[config.mk]
export PLATFORM = sky130hd
export DESIGN_NAME = dec_8b_10b_sched
export DESIGN_NICKNAME = d
export VERILOG_FILES = /design/src/rtl/dec_8b_10b_sched.sv
export SDC_FILE = /design/constraint.sdc
export NUM_CORES = 1
export LEC_CHECK = 0
export CAP_MARGIN = 20
export CORE_MARGIN = 2
export CORE_UTILIZATION = 46
export DETAILED_ROUTE_END_ITERATION = 16
export PLACE_DENSITY = 0.86
export SYNTH_ARGS = -nofsm -noshare
export SYNTH_HDL_FRONTEND = slang
export SYNTH_SLANG_ARGS = --single-unit
[constraint.sdc]
create_clock -name CLK -period 6 [get_ports CLK]
set_input_delay 1.5 -clock CLK [delete_from_list [all_inputs] [get_ports CLK]]
set_output_delay 1.5 -clock CLK [all_outputs]
set_load 0.05 [all_outputs]
[src/rtl/dec_8b_10b_sched.sv]
// dec_8b_10b_sched: round-robin arbiter that time-shares one 8b/10b decoder
// wrapper between PORTCOUNT receive lanes. One lane is granted at a time. Its
// flit is issued to the decoder with a one-cycle start pulse. The decoded result
// is returned to that lane as a one-cycle response pulse.
// Optional feature macro: DEC_SCHED_TIMEOUT_EN adds a WAIT-state watchdog that
// forces an error response after TIMEOUT cycles without dec_done_out.
module dec_8b_10b_sched #(
  parameter int PORTCOUNT = 5,
  parameter int TIMEOUT   = 64,
  parameter int ENC_W     = 10,
  parameter int FLIT_W    = 8,
  parameter int CLS_W     = 2,
  parameter int CS_W      = 2
) (
  input  logic                             CLK,
  input  logic                             RST,
  input  logic [PORTCOUNT-1:0]             req_valid,
  input  logic [PORTCOUNT-1:0][ENC_W-1:0]  req_enc_flit,
  input  logic [PORTCOUNT-1:0][CLS_W-1:0]  req_comma_length_sel,
  input  logic [PORTCOUNT-1:0]             req_err,
  output logic [PORTCOUNT-1:0]             req_ready,
  output logic [PORTCOUNT-1:0]             rsp_valid,
  output logic [FLIT_W-1:0]                rsp_flit,
  output logic [CS_W-1:0]                  rsp_comma_sel,
  output logic                             rsp_err,
  output logic                             rsp_timeout,
  output logic [ENC_W-1:0]                 dec_enc_flit,
  output logic                             dec_done,
  output logic [CLS_W-1:0]                 dec_comma_length_sel,
  output logic                             dec_err,
  input  logic [FLIT_W-1:0]                dec_flit,
  input  logic [CS_W-1:0]                  dec_comma_sel,
  input  logic                             dec_done_out,
  input  logic                             dec_err_out,
  output logic                             busy
);

  localparam int PTR_W = (PORTCOUNT > 1) ? $clog2(PORTCOUNT) : 1;
  localparam logic [PORTCOUNT-1:0] LANE0_ONEHOT = {{(PORTCOUNT-1){1'b0}}, 1'b1};

  // Reject configurations outside the supported lane range.
  if (PORTCOUNT < 2 || PORTCOUNT > 16 || TIMEOUT < 1) begin : g_bad_param
    $error("dec_8b_10b_sched: unsupported PORTCOUNT/TIMEOUT");
  end

  typedef enum logic [1:0] {
    IDLE  = 2'd0,
    ISSUE = 2'd1,
    WAIT  = 2'd2,
    RESP  = 2'd3
  } state_t;

  state_t                 state_r, state_s;
  logic [PTR_W-1:0]       rr_ptr_r, lane_r, gnt_idx_s, rr_next_s;
  logic                   gnt_found_s;
  int                     idx_v;
  logic [ENC_W-1:0]       enc_r;
  logic [CLS_W-1:0]       cls_r;
  logic                   err_r, done_r;
  logic [PORTCOUNT-1:0]   rsp_valid_r;
  logic [FLIT_W-1:0]      rsp_flit_r;
  logic [CS_W-1:0]        rsp_cs_r;
  logic                   rsp_err_r, rsp_to_r;
  logic                   res_take_s, res_to_s, timeout_hit_s;

`ifdef DEC_SCHED_TIMEOUT_EN
  localparam int CNT_W = $clog2(TIMEOUT + 1);
  logic [CNT_W-1:0] cnt_r;

  // Watchdog count of WAIT cycles; restarts every time ISSUE hands over to WAIT.
  always_ff @(posedge CLK) begin
    if (RST) begin
      cnt_r <= {CNT_W{1'b0}};
    end else if (state_r == ISSUE) begin
      cnt_r <= {CNT_W{1'b0}};
    end else if (state_r == WAIT && cnt_r != CNT_W'(TIMEOUT)) begin
      cnt_r <= cnt_r + CNT_W'(1);
    end
  end

  assign timeout_hit_s = (cnt_r == CNT_W'(TIMEOUT));
`else
  assign timeout_hit_s = 1'b0;
`endif

  // Round-robin search: first valid lane at or above rr_ptr, wrapping around.
  always_comb begin
    gnt_found_s = 1'b0;
    gnt_idx_s   = {PTR_W{1'b0}};
    idx_v       = 0;
    for (int k = 0; k < PORTCOUNT; k++) begin
      idx_v = int'(rr_ptr_r) + k;
      if (idx_v >= PORTCOUNT) begin
        idx_v = idx_v - PORTCOUNT;
      end else begin
        idx_v = idx_v;
      end
      if (!gnt_found_s && req_valid[idx_v]) begin
        gnt_found_s = 1'b1;
        gnt_idx_s   = PTR_W'(idx_v);
      end else begin
        gnt_found_s = gnt_found_s;
      end
    end
    if (gnt_idx_s == PTR_W'(PORTCOUNT - 1)) begin
      rr_next_s = {PTR_W{1'b0}};
    end else begin
      rr_next_s = gnt_idx_s + PTR_W'(1);
    end
  end

  // Accept handshake is combinational so a lane learns of its grant in the grant cycle.
  always_comb begin
    req_ready = {PORTCOUNT{1'b0}};
    if (state_r == IDLE && gnt_found_s) begin
      req_ready = LANE0_ONEHOT << gnt_idx_s;
    end else begin
      req_ready = {PORTCOUNT{1'b0}};
    end
  end

  // Result events: done_out counts in ISSUE too (combinational decoder), never in IDLE/RESP.
  always_comb begin
    res_take_s = 1'b0;
    res_to_s   = 1'b0;
    if (state_r == ISSUE || state_r == WAIT) begin
      res_take_s = dec_done_out;
      res_to_s   = (state_r == WAIT) && !dec_done_out && timeout_hit_s;
    end else begin
      res_take_s = 1'b0;
      res_to_s   = 1'b0;
    end
  end

  // Next-state logic for the IDLE -> ISSUE -> (WAIT) -> RESP cycle.
  always_comb begin
    state_s = state_r;
    case (state_r)
      IDLE: begin
        if (gnt_found_s) state_s = ISSUE;
        else             state_s = IDLE;
      end
      ISSUE: begin
        if (dec_done_out) state_s = RESP;
        else              state_s = WAIT;
      end
      WAIT: begin
        if (dec_done_out || timeout_hit_s) state_s = RESP;
        else                               state_s = WAIT;
      end
      RESP:    state_s = IDLE;
      default: state_s = IDLE;
    endcase
  end

  // State register.
  always_ff @(posedge CLK) begin
    if (RST) state_r <= IDLE;
    else     state_r <= state_s;
  end

  // Grant capture: latch the lane's request, advance rr_ptr, raise the start pulse.
  always_ff @(posedge CLK) begin
    if (RST) begin
      rr_ptr_r <= {PTR_W{1'b0}};
      lane_r   <= {PTR_W{1'b0}};
      enc_r    <= {ENC_W{1'b0}};
      cls_r    <= {CLS_W{1'b0}};
      err_r    <= 1'b0;
      done_r   <= 1'b0;
    end else begin
      case (state_r)
        IDLE: begin
          if (gnt_found_s) begin
            rr_ptr_r <= rr_next_s;
            lane_r   <= gnt_idx_s;
            enc_r    <= req_enc_flit[gnt_idx_s];
            cls_r    <= req_comma_length_sel[gnt_idx_s];
            err_r    <= req_err[gnt_idx_s];
            done_r   <= 1'b1;
          end
        end
        RESP: begin
          lane_r <= {PTR_W{1'b0}};
          enc_r  <= {ENC_W{1'b0}};
          cls_r  <= {CLS_W{1'b0}};
          err_r  <= 1'b0;
          done_r <= 1'b0;
        end
        default: done_r <= 1'b0;
      endcase
    end
  end

  // Response register: loaded on the result event so it is visible for the RESP cycle only.
  always_ff @(posedge CLK) begin
    if (RST) begin
      rsp_valid_r <= {PORTCOUNT{1'b0}};
      rsp_flit_r  <= {FLIT_W{1'b0}};
      rsp_cs_r    <= {CS_W{1'b0}};
      rsp_err_r   <= 1'b0;
      rsp_to_r    <= 1'b0;
    end else if (res_take_s) begin
      rsp_valid_r <= LANE0_ONEHOT << lane_r;
      rsp_flit_r  <= dec_flit;
      rsp_cs_r    <= dec_comma_sel;
      rsp_err_r   <= dec_err_out;
      rsp_to_r    <= 1'b0;
    end else if (res_to_s) begin
      rsp_valid_r <= LANE0_ONEHOT << lane_r;
      rsp_flit_r  <= {FLIT_W{1'b0}};
      rsp_cs_r    <= {CS_W{1'b0}};
      rsp_err_r   <= 1'b1;
      rsp_to_r    <= 1'b1;
    end else begin
      rsp_valid_r <= {PORTCOUNT{1'b0}};
      rsp_flit_r  <= {FLIT_W{1'b0}};
      rsp_cs_r    <= {CS_W{1'b0}};
      rsp_err_r   <= 1'b0;
      rsp_to_r    <= 1'b0;
    end
  end

  assign rsp_valid            = rsp_valid_r;
  assign rsp_flit             = rsp_flit_r;
  assign rsp_comma_sel        = rsp_cs_r;
  assign rsp_err              = rsp_err_r;
  assign rsp_timeout          = rsp_to_r;
  assign dec_enc_flit         = enc_r;
  assign dec_done             = done_r;
  assign dec_comma_length_sel = cls_r;
  assign dec_err              = err_r;
  assign busy                 = (state_r != IDLE);

endmodule

Word level (Yosys, flattened, before mapping)
Index checks and enable logic that the tools add are counted.

$add $sub $neg: 10. $lt $le $gt $ge: 11. Equality and inequality tests: 5. Multiplexer cells: 50. Bitwise gates (word level): 2. Reduce and logical (&&, ||, !) cells: 18. Shift-type cells: 2.

Operator list (number): $lt A32 B5 Y1 const B (5); $mux W32 (5); $bmux W10 S3 (1); $mux W3 (7); $mux W1 (20); $mux W10 (2); $pmux W10 S2 (1); $sub A4 B3 Y5 const B (4); $bmux W1 S3 (6); $ge A4 B3 Y1 const B (4); $shl A1 B3 Y5 const A (2); $add A3 B2 Y4 const B (2); $bmux W2 S3 (1); $pmux W2 S3 (1); $pmux W3 S2 (1); $reduce_or A2 Y1 (3); $logic_and A1 B1 Y1 (5); $mux W5 (1); $add A3 B1 Y4 const B (1); $add A3 B3 Y4 const B (1); $eq A2 B2 Y1 const B (2); $logic_not A1 Y1 (4); $lt A3 B4 Y1 const B (1); $mux W2 (2); 13 further kinds (16).

Word-level logic and storage cells: 109. Input bits: 84. Flip-flop bits (word level): 38.

Logic depth before layout (Yosys ltp)
Gate-level depths: netlist (run 1).

Word-level depth: 22. Mapped depth: 19.

Worst setup path after synthesis (run 1)
No wires, ideal clock.

Path kind: input to output. From: input port req_valid[2]. To: output port req_ready[3]. Arrival time: 4.093 ns. Required time: 4.500 ns. Slack: 0.407 ns. Stages on the path: 13. Path through: clkbuf_1 -> mux4_2 -> a22oi_2 -> and2_4 -> o211a_1 -> buf_6 -> and4_4 -> o21a_1 -> buf_6 -> buf_6 -> ha_1 -> ha_1 -> and2_1.

Word-level cells in the longest chain between the ends: 18. Elaborated cells on any way between the ends: 36. Classes of those cells: shift: 1; mux: 26; reduce/logical: 9.

Ends and longest elaborated chain: start: declaration (line 17) `input logic [PORTCOUNT-1:0] req_valid,`; $bmux W1 S3 (line 98) `if (!gnt_found_s && req_valid[idx_v]) begin`; $mux W1 (not written as such) (2 in series) (line 98); $mux W1 (line 98); $logic_not A1 Y1 (line 98); $logic_and A1 B1 Y1 (line 98); $mux W1 (line 98); $logic_not A1 Y1 (line 98); $logic_and A1 B1 Y1 (line 98); $mux W1 (line 98); $logic_not A1 Y1 (line 98); $logic_and A1 B1 Y1 (line 98); $mux W1 (line 98); $logic_not A1 Y1 (line 98); $logic_and A1 B1 Y1 (line 98); $mux W3 or $mux W1 (tied branches) (line 98); $shl A1 B3 Y5 or $logic_and A1 B1 Y1 (tied branches) (line 116, 115); $mux W5 (*) (line 115) `if (state_r == IDLE && gnt_found_s) begin`; end: declaration (line 21) `output logic [PORTCOUNT-1:0] req_ready,`.

Every way passes the cells marked *; elsewhere a longest branch is shown, timed or not. The select of a mux whose other input is x is not followed.

Worst setup path in the final report (run 1)
From: input port req_valid[1]. To: output port req_ready[3].

Same word-level chain as after synthesis.

==> results of run 1 <==
## area by class of cell
cell class	count	area, µm²
multi-input cells	313	2450
fillers	632	2450
repair buffers	134	1320
flip-flops and latches	38	761
well taps	99	124
inverters	23	91.3
clock buffers	6	82.6
clock inverters	2	12.5
## power by group
part           leakage (µW)  internal (µW)  switching (µW)
sequential         0.000311            316            44.3
clock             0.0000472           92.3            89.5
combinational       0.00162            968            1490
## sequential cells by signal (all words and copies together) (netlist names)
signal,count
dec_comma_length_sel,2
dec_done,1
dec_enc_flit,10
dec_err,1
lane_r,3
rr_ptr_r,3
rsp_comma_sel,2
rsp_err,1
rsp_flit,8
rsp_valid,5
state_r,2
## synthesized netlist by cell type (8+ instances only)
master	instances
o221ai_1	11
dfxtp_1	38
and2_1	19
a21oi_1	14
mux2i_1	22
nor2_1	24
inv_1	19
nand3_1	11
a32oi_1	8
and3_1	12
clkbuf_1	9
nand2_1	20
ha_1	21
## how the worst max path moves through the flow
stage	slack [ns]	cells past startpoint	end	from
floorplan	0.41	13	req_ready[3]	req_valid[2]
global placement	0.15	11	req_ready[4]	req_valid[2]
detailed placement	0.08	12	req_ready[3]	req_valid[3]
CTS	0.07	12	req_ready[3]	req_valid[3]
global route	0.02	12	req_ready[3]	req_valid[1]
finish	0.13	12	req_ready[3]	req_valid[1]
## worst register-to-register path, stage by stage (launching register included)
cell and delay [ns]:
dfxtp_1 0.38, buf_4 0.33, ha_1 0.49, xnor2_2 0.16
a31oi_1 0.45, nand2_1 0.17, o22ai_1 0.47, nor3_4 0.12
buf_4 0.19, a311oi_2 0.72, and3_1 0.46, a32oi_1 0.17
o221ai_1 0.11
## through the flow
stage                     hold slack [ns]  instances
after global placement              0.456        606
after detailed placement            0.470        606
after global routing                0.493        615
after CTS                           0.489        614
after floorplan                     0.434        402
final                               0.489        615
## metal layers
| layer | global-route usage (%) | vias up | share of wire, % |
|---|---|---|---|
| met2 | 48.1 | 180 | 51 |
| met5 | 0 | - | 0 |
| met1 | 28.8 | 1692 | 39 |
| met3 | 4.34 | 27 | 7.1 |
| li1 | - | 1762 | - |
| met4 | 8.46 | 0 | 2.9 |
## logic make-up after synthesis
family          synth area share, %
compound gates                 30.3
fa+ha+maj                      7.57
other cells                   0.108
buf+inv                        7.97
simple gates                   23.3
xor+xnor                       1.23
flops                          21.9
mux                            7.64
==> impl_metrics.env, run 1 <==
export IMPL_seq_area_frac_synth_pct=21.9
export IMPL_rsz0062_at_grt="false"
export IMPL_finalPower_uw=3000
export IMPL_hold_viol=0
export IMPL_wl_per_cell_um=17.8
export IMPL_post_place_ws_ns=0.0821
export IMPL_pin_count=121
export IMPL_first_pass_iters=5
export IMPL_reg2reg_slack_ns=1.70
export IMPL_cts_sinks=38
export IMPL_r2r_cells=12
export IMPL_cp_end_kind="output port"
export IMPL_ys_flop_type="dfxtp_1"
export IMPL_crit_path_cell_trace="clkdlybuf4s50_1 -> mux4_2 -> a22oi_2 -> and2_4 -> o211a_1 -> buf_4 -> a211o_1 -> and2_2 -> inv_2 -> ha_1 -> and2_1 -> buf_12"
export IMPL_holdPathStages=2
export IMPL_grt_start_max_net_pins=32
export IMPL_drive_gt1_share_pct=12.4
export IMPL_hold_end="dec_enc_flit[3]"
export IMPL_critPathLaunchType="input port"
export IMPL_hold_buffers=0
export IMPL_utilization_pct=66.5
export IMPL_num_vias=3661
export IMPL_globalplace_congestion=0.949
export IMPL_cp_buffers_inverters=4
export IMPL_final_common_cell="clkdlybuf4s50_1"
export IMPL_dp_hpwl_um=8600
export IMPL_critical_path_top_delay_family="buffers and inverters"
export IMPL_gr_total_overflow=0
export IMPL_fin_nets=620
export IMPL_min_period_ns=5.87
export IMPL_powerDensity_nw_per_um2=619
export IMPL_post_cts_buffers=0
export IMPL_layout_common_cells="clkdlybuf4s50_1 (111), dfxtp_1 (38), nor2_1 (24)"
export IMPL_die_w_um=90.9
export IMPL_stdcell_area_um2=4850
export IMPL_skew_ns=0.00452
export IMPL_io_buffers=119
export IMPL_cp_max_fo=9
export IMPL_antenna_cells=0
export IMPL_netlist_area_leader_share_pct=21.9
export IMPL_clk_pin_slew_worst_paths_ns=0.07
export IMPL_min_path_type="flip-flop to flip-flop"
export IMPL_rr_startpoint="rr_ptr_r[0]"
export IMPL_ys_async_sr_fraction_pct=0
export IMPL_synth_avg_cell_area_um2=8.63
export IMPL_max_stage_delay_ns=0.52
export IMPL_grt_pass1_wl_um=17400
export IMPL_via_per_inst=5.95
export IMPL_synth_edff_count=0
export IMPL_fmax_ghz=0.170
export IMPL_ys_top_cells_by_area="dfxtp_1 (22%), ha_1 (7.6%), mux2i_1 (6.3%), and2_1 (3.4%), o221ai_1 (2.8%)"
export IMPL_slew_violations=0
export IMPL_yosysTopAreaCell="dfxtp_1"
export IMPL_cts_made_buffers=5
export IMPL_timing_final_crit_share_pct=97.9
export IMPL_area_delta_synth_final_pct=39.6
export IMPL_cts_root_buf="clkbuf_8"
export IMPL_initial_utilization_pct=47.6
export IMPL_final_setup_worst_slack_ns=0.126
export IMPL_grt_pass1_vias=3622
export IMPL_synth_cells=402
export IMPL_synth_distinct_cells=84
export IMPL_criticalPathCategory="input port to output port"
export IMPL_antenna_found_initial=0
export IMPL_dieArea_um2=8260
export IMPL_final_setup_viol_count=0
export IMPL_ir_drop_mv=0.404
export IMPL_worstHoldStart="dec_enc_flit[3]"
export IMPL_core_area_um2=7290
export IMPL_outcome="completed"
export IMPL_p_leak_uw=0.00198
export IMPL_first_iter_violations=178
export IMPL_synth_cell_area_um2=3470
export IMPL_synth_warnings=0
export IMPL_clkLatencyLatePin_ns=0.29
export IMPL_cts_resized=0
export IMPL_maxCapViolations=0
export IMPL_critPathArrivalTime_ns=4.37
export IMPL_grtUsageTotal_pct=25.5
export IMPL_fin_setup_tns_ns=0
export IMPL_h_tree_depth=2
export IMPL_worstPathRequired_ns=4.50
export IMPL_crit_slowest_cell="clkdlybuf4s50_1"
export IMPL_die_h_um=90.9
export IMPL_rr_endpoint="dec_enc_flit[0]"
export IMPL_cts_tree="yes"
export IMPL_worst_pin_slew_ns=0.881
export IMPL_synthesis_nets=507
export IMPL_routed_wl_um=11000
export IMPL_drcViolationCount=0
export IMPL_ant_nets=0
export IMPL_core_rowCount=31
export IMPL_slew_headroom_pct=41.3
export IMPL_clock_path_buffers=2
export IMPL_yosys_register_bits=38
export IMPL_dpl_cell_area_um2=4730
Power figures use the tool's default switching activity.
==> inputs of run 2 (changes only) <==
Settings changed: CORE_UTILIZATION 46 to 30, PLACE_DENSITY 0.86 to 0.62, SLEW_MARGIN set to 20.
==> run 2 against run 1 <==
Sequential power about the same; fmax rose by 0.50%; combinational power hardly changed; via count is 2.4% lower; hold slack lost 0.013 ns; wire length fell by 1.5%; first-iteration DRC count rose by 8.4%; critical path type unchanged.
==> impl_metrics.env, run 2 (synthesized netlist as in run 1, its figures left out) <==
export IMPL_cts_root_buf="clkbuf_16"
export IMPL_antenna_cells=0
export IMPL_initial_utilization_pct=30.5
export IMPL_maxCapViolations=0
export IMPL_die_w_um=112
export IMPL_globalplace_congestion=0.890
export IMPL_criticalPathCategory="input port to output port"
export IMPL_fmax_ghz=0.171
export IMPL_min_path_type="flip-flop to flip-flop"
export IMPL_dpl_cell_area_um2=4810
export IMPL_clkPwrFrac_pct=8.0
export IMPL_num_vias=3573
export IMPL_slew_headroom_pct=47.3
export IMPL_critPathArrivalTime_ns=4.35
export IMPL_core_rowCount=39
export IMPL_grt_pass1_vias=3591
export IMPL_p_int_uw=1470
export IMPL_grt_pass1_wl_um=17600
export IMPL_cts_made_buffers=5
export IMPL_comb_power_share_pct=80.2
export IMPL_ant_nets=0
export IMPL_hold_viol=0
export IMPL_stdcell_area_um2=4960
export IMPL_worstPathRequired_ns=4.50
export IMPL_switching_share_pct=52.1
export IMPL_powerDensity_nw_per_um2=620
export IMPL_crit_slowest_cell="clkdlybuf4s50_1"
export IMPL_utilization_pct=43.6
export IMPL_min_period_ns=5.85
export IMPL_via_per_inst=5.41
export IMPL_cp_max_fo=7
export IMPL_routed_wl_um=10800
export IMPL_skew_ns=0.00164
export IMPL_grtUsageTotal_pct=17.2
export IMPL_fin_cells=661
export IMPL_fin_setup_tns_ns=0
export IMPL_largest_reg_flops=10
export IMPL_dp_cells=654
export IMPL_outcome="completed"
export IMPL_io_buffers=119
export IMPL_critPathLaunchType="input port"
export IMPL_final_setup_viol_count=0
export IMPL_cp_buffers_inverters=3
export IMPL_clock_path_buffers=2
export IMPL_cts_tree="yes"
export IMPL_seq_power_share_pct=11.7
export IMPL_worst_pin_slew_ns=0.789
export IMPL_dp_hpwl_um=8750
export IMPL_critical_path_top_delay_family="buffers and inverters"
export IMPL_core_area_um2=11400
export IMPL_area_delta_synth_final_pct=42.8
export IMPL_clk_pin_slew_worst_paths_ns=0.06
export IMPL_crit_path_cell_trace="clkdlybuf4s50_1 -> mux4_2 -> a22oi_2 -> and2_4 -> o211a_1 -> and4_4 -> o21a_2 -> inv_4 -> ha_1 -> and3_1 -> buf_4"
export IMPL_cts_sinks=38
export IMPL_fin_nets=623
export IMPL_clkLatencyLatePin_ns=0.27
export IMPL_cp_end_kind="output port"
export IMPL_first_pass_iters=5
export IMPL_antenna_found_initial=0
export IMPL_max_stage_delay_ns=0.55
export IMPL_pin_count=121
export IMPL_drive_gt1_share_pct=12.7
export IMPL_rsz0062_at_grt="false"
export IMPL_p_switching_uw=1600
export IMPL_final_common_cell="clkdlybuf4s50_1"
export IMPL_timing_final_crit_share_pct=97.4
export IMPL_ir_drop_mv=0.324
export IMPL_h_tree_depth=2
export IMPL_wl_per_cell_um=16.4
export IMPL_grt_start_max_net_pins=32
export IMPL_hold_buffers=0
export IMPL_dieArea_um2=12400
export IMPL_layout_common_cells="clkdlybuf4s50_1 (113), dfxtp_1 (38), nor2_1 (24)"
export IMPL_slew_violations=0
export IMPL_die_h_um=112
export IMPL_p_leak_uw=0.00200
export IMPL_first_iter_violations=193
export IMPL_holdWs_ns=0.477
export IMPL_gr_total_overflow=0
export IMPL_drcViolationCount=0
-- run 2: cell types whose count changed in the layout (fill, tap and decap cells not counted), sizes merged --
cell,change
buf,+4
clkdlybuf4s50,+2
dlymetal6s2s,-2
clkbuf,-1
clkinv,+1
clkinvlp,-1
nor3,-1
-- run 2: metrics by stage --
stage / setup WS, ns / total power, µW
final: 0.154 / 3070
after floorplan: 0.407 / 2220
after global routing: 0.0242 / 3340
after global placement: 0.137 / 2810
after CTS: 0.0547 / 3080
after detailed placement: 0.0686 / 2820
-- run 2: cell type report --
| class | count | area (µm²) |
|---|---|---|
| fill | 1093 | 6410 |
| multi-input combinational | 312 | 2440 |
| sequential | 38 | 761 |
| timing repair buffer | 138 | 1350 |
| clock buffer | 5 | 125 |
| tap | 143 | 179 |
| inverter | 23 | 91.3 |
| clock inverter | 2 | 10.0 |
-- run 2: repair_timing --
action / CTS / global route
setup endpoints to repair: 0 / 4
resized for setup: 0 / 3
buffers inserted: 0 / 0
-- run 2: per-layer routing --
metal  vias to the layer above  track usage (%)  wire length, µm
met5                         -                0                0
met4                         0             5.93              200
met3                        16             4.57              913
met2                       135             30.7             5310
met1                      1658             19.8             4390
li1                       1764                -                -
-- run 2: power by group through the flow --
stage               Clock [µW]  Combinational (µW)  Sequential (µW)
global placement             0                2440              366
global route               263                2710              368
CTS                        252                2460              362
floorplan                    0                1730              487
finish                     247                2470              361
detailed placement           0                2450              366
-- run 2: worst paths after layout --
path	startpoint	endpoint	slack, ns	cells after the start
max	req_valid[2]	req_ready[4]	0.15	11
min	dec_enc_flit[6]	dec_enc_flit[6]	0.48	2
max reg2reg	rr_ptr_r[2]	dec_comma_length_sel[0]	2.07	12
min reg2reg	dec_enc_flit[6]	dec_enc_flit[6]	0.48	2
-- run 2: tightest hold or removal path, cell delays in order (launching register included) --
cell and delay, ns:
dfxtp_1 0.32, a32oi_1 0.06, o221ai_1 0.06
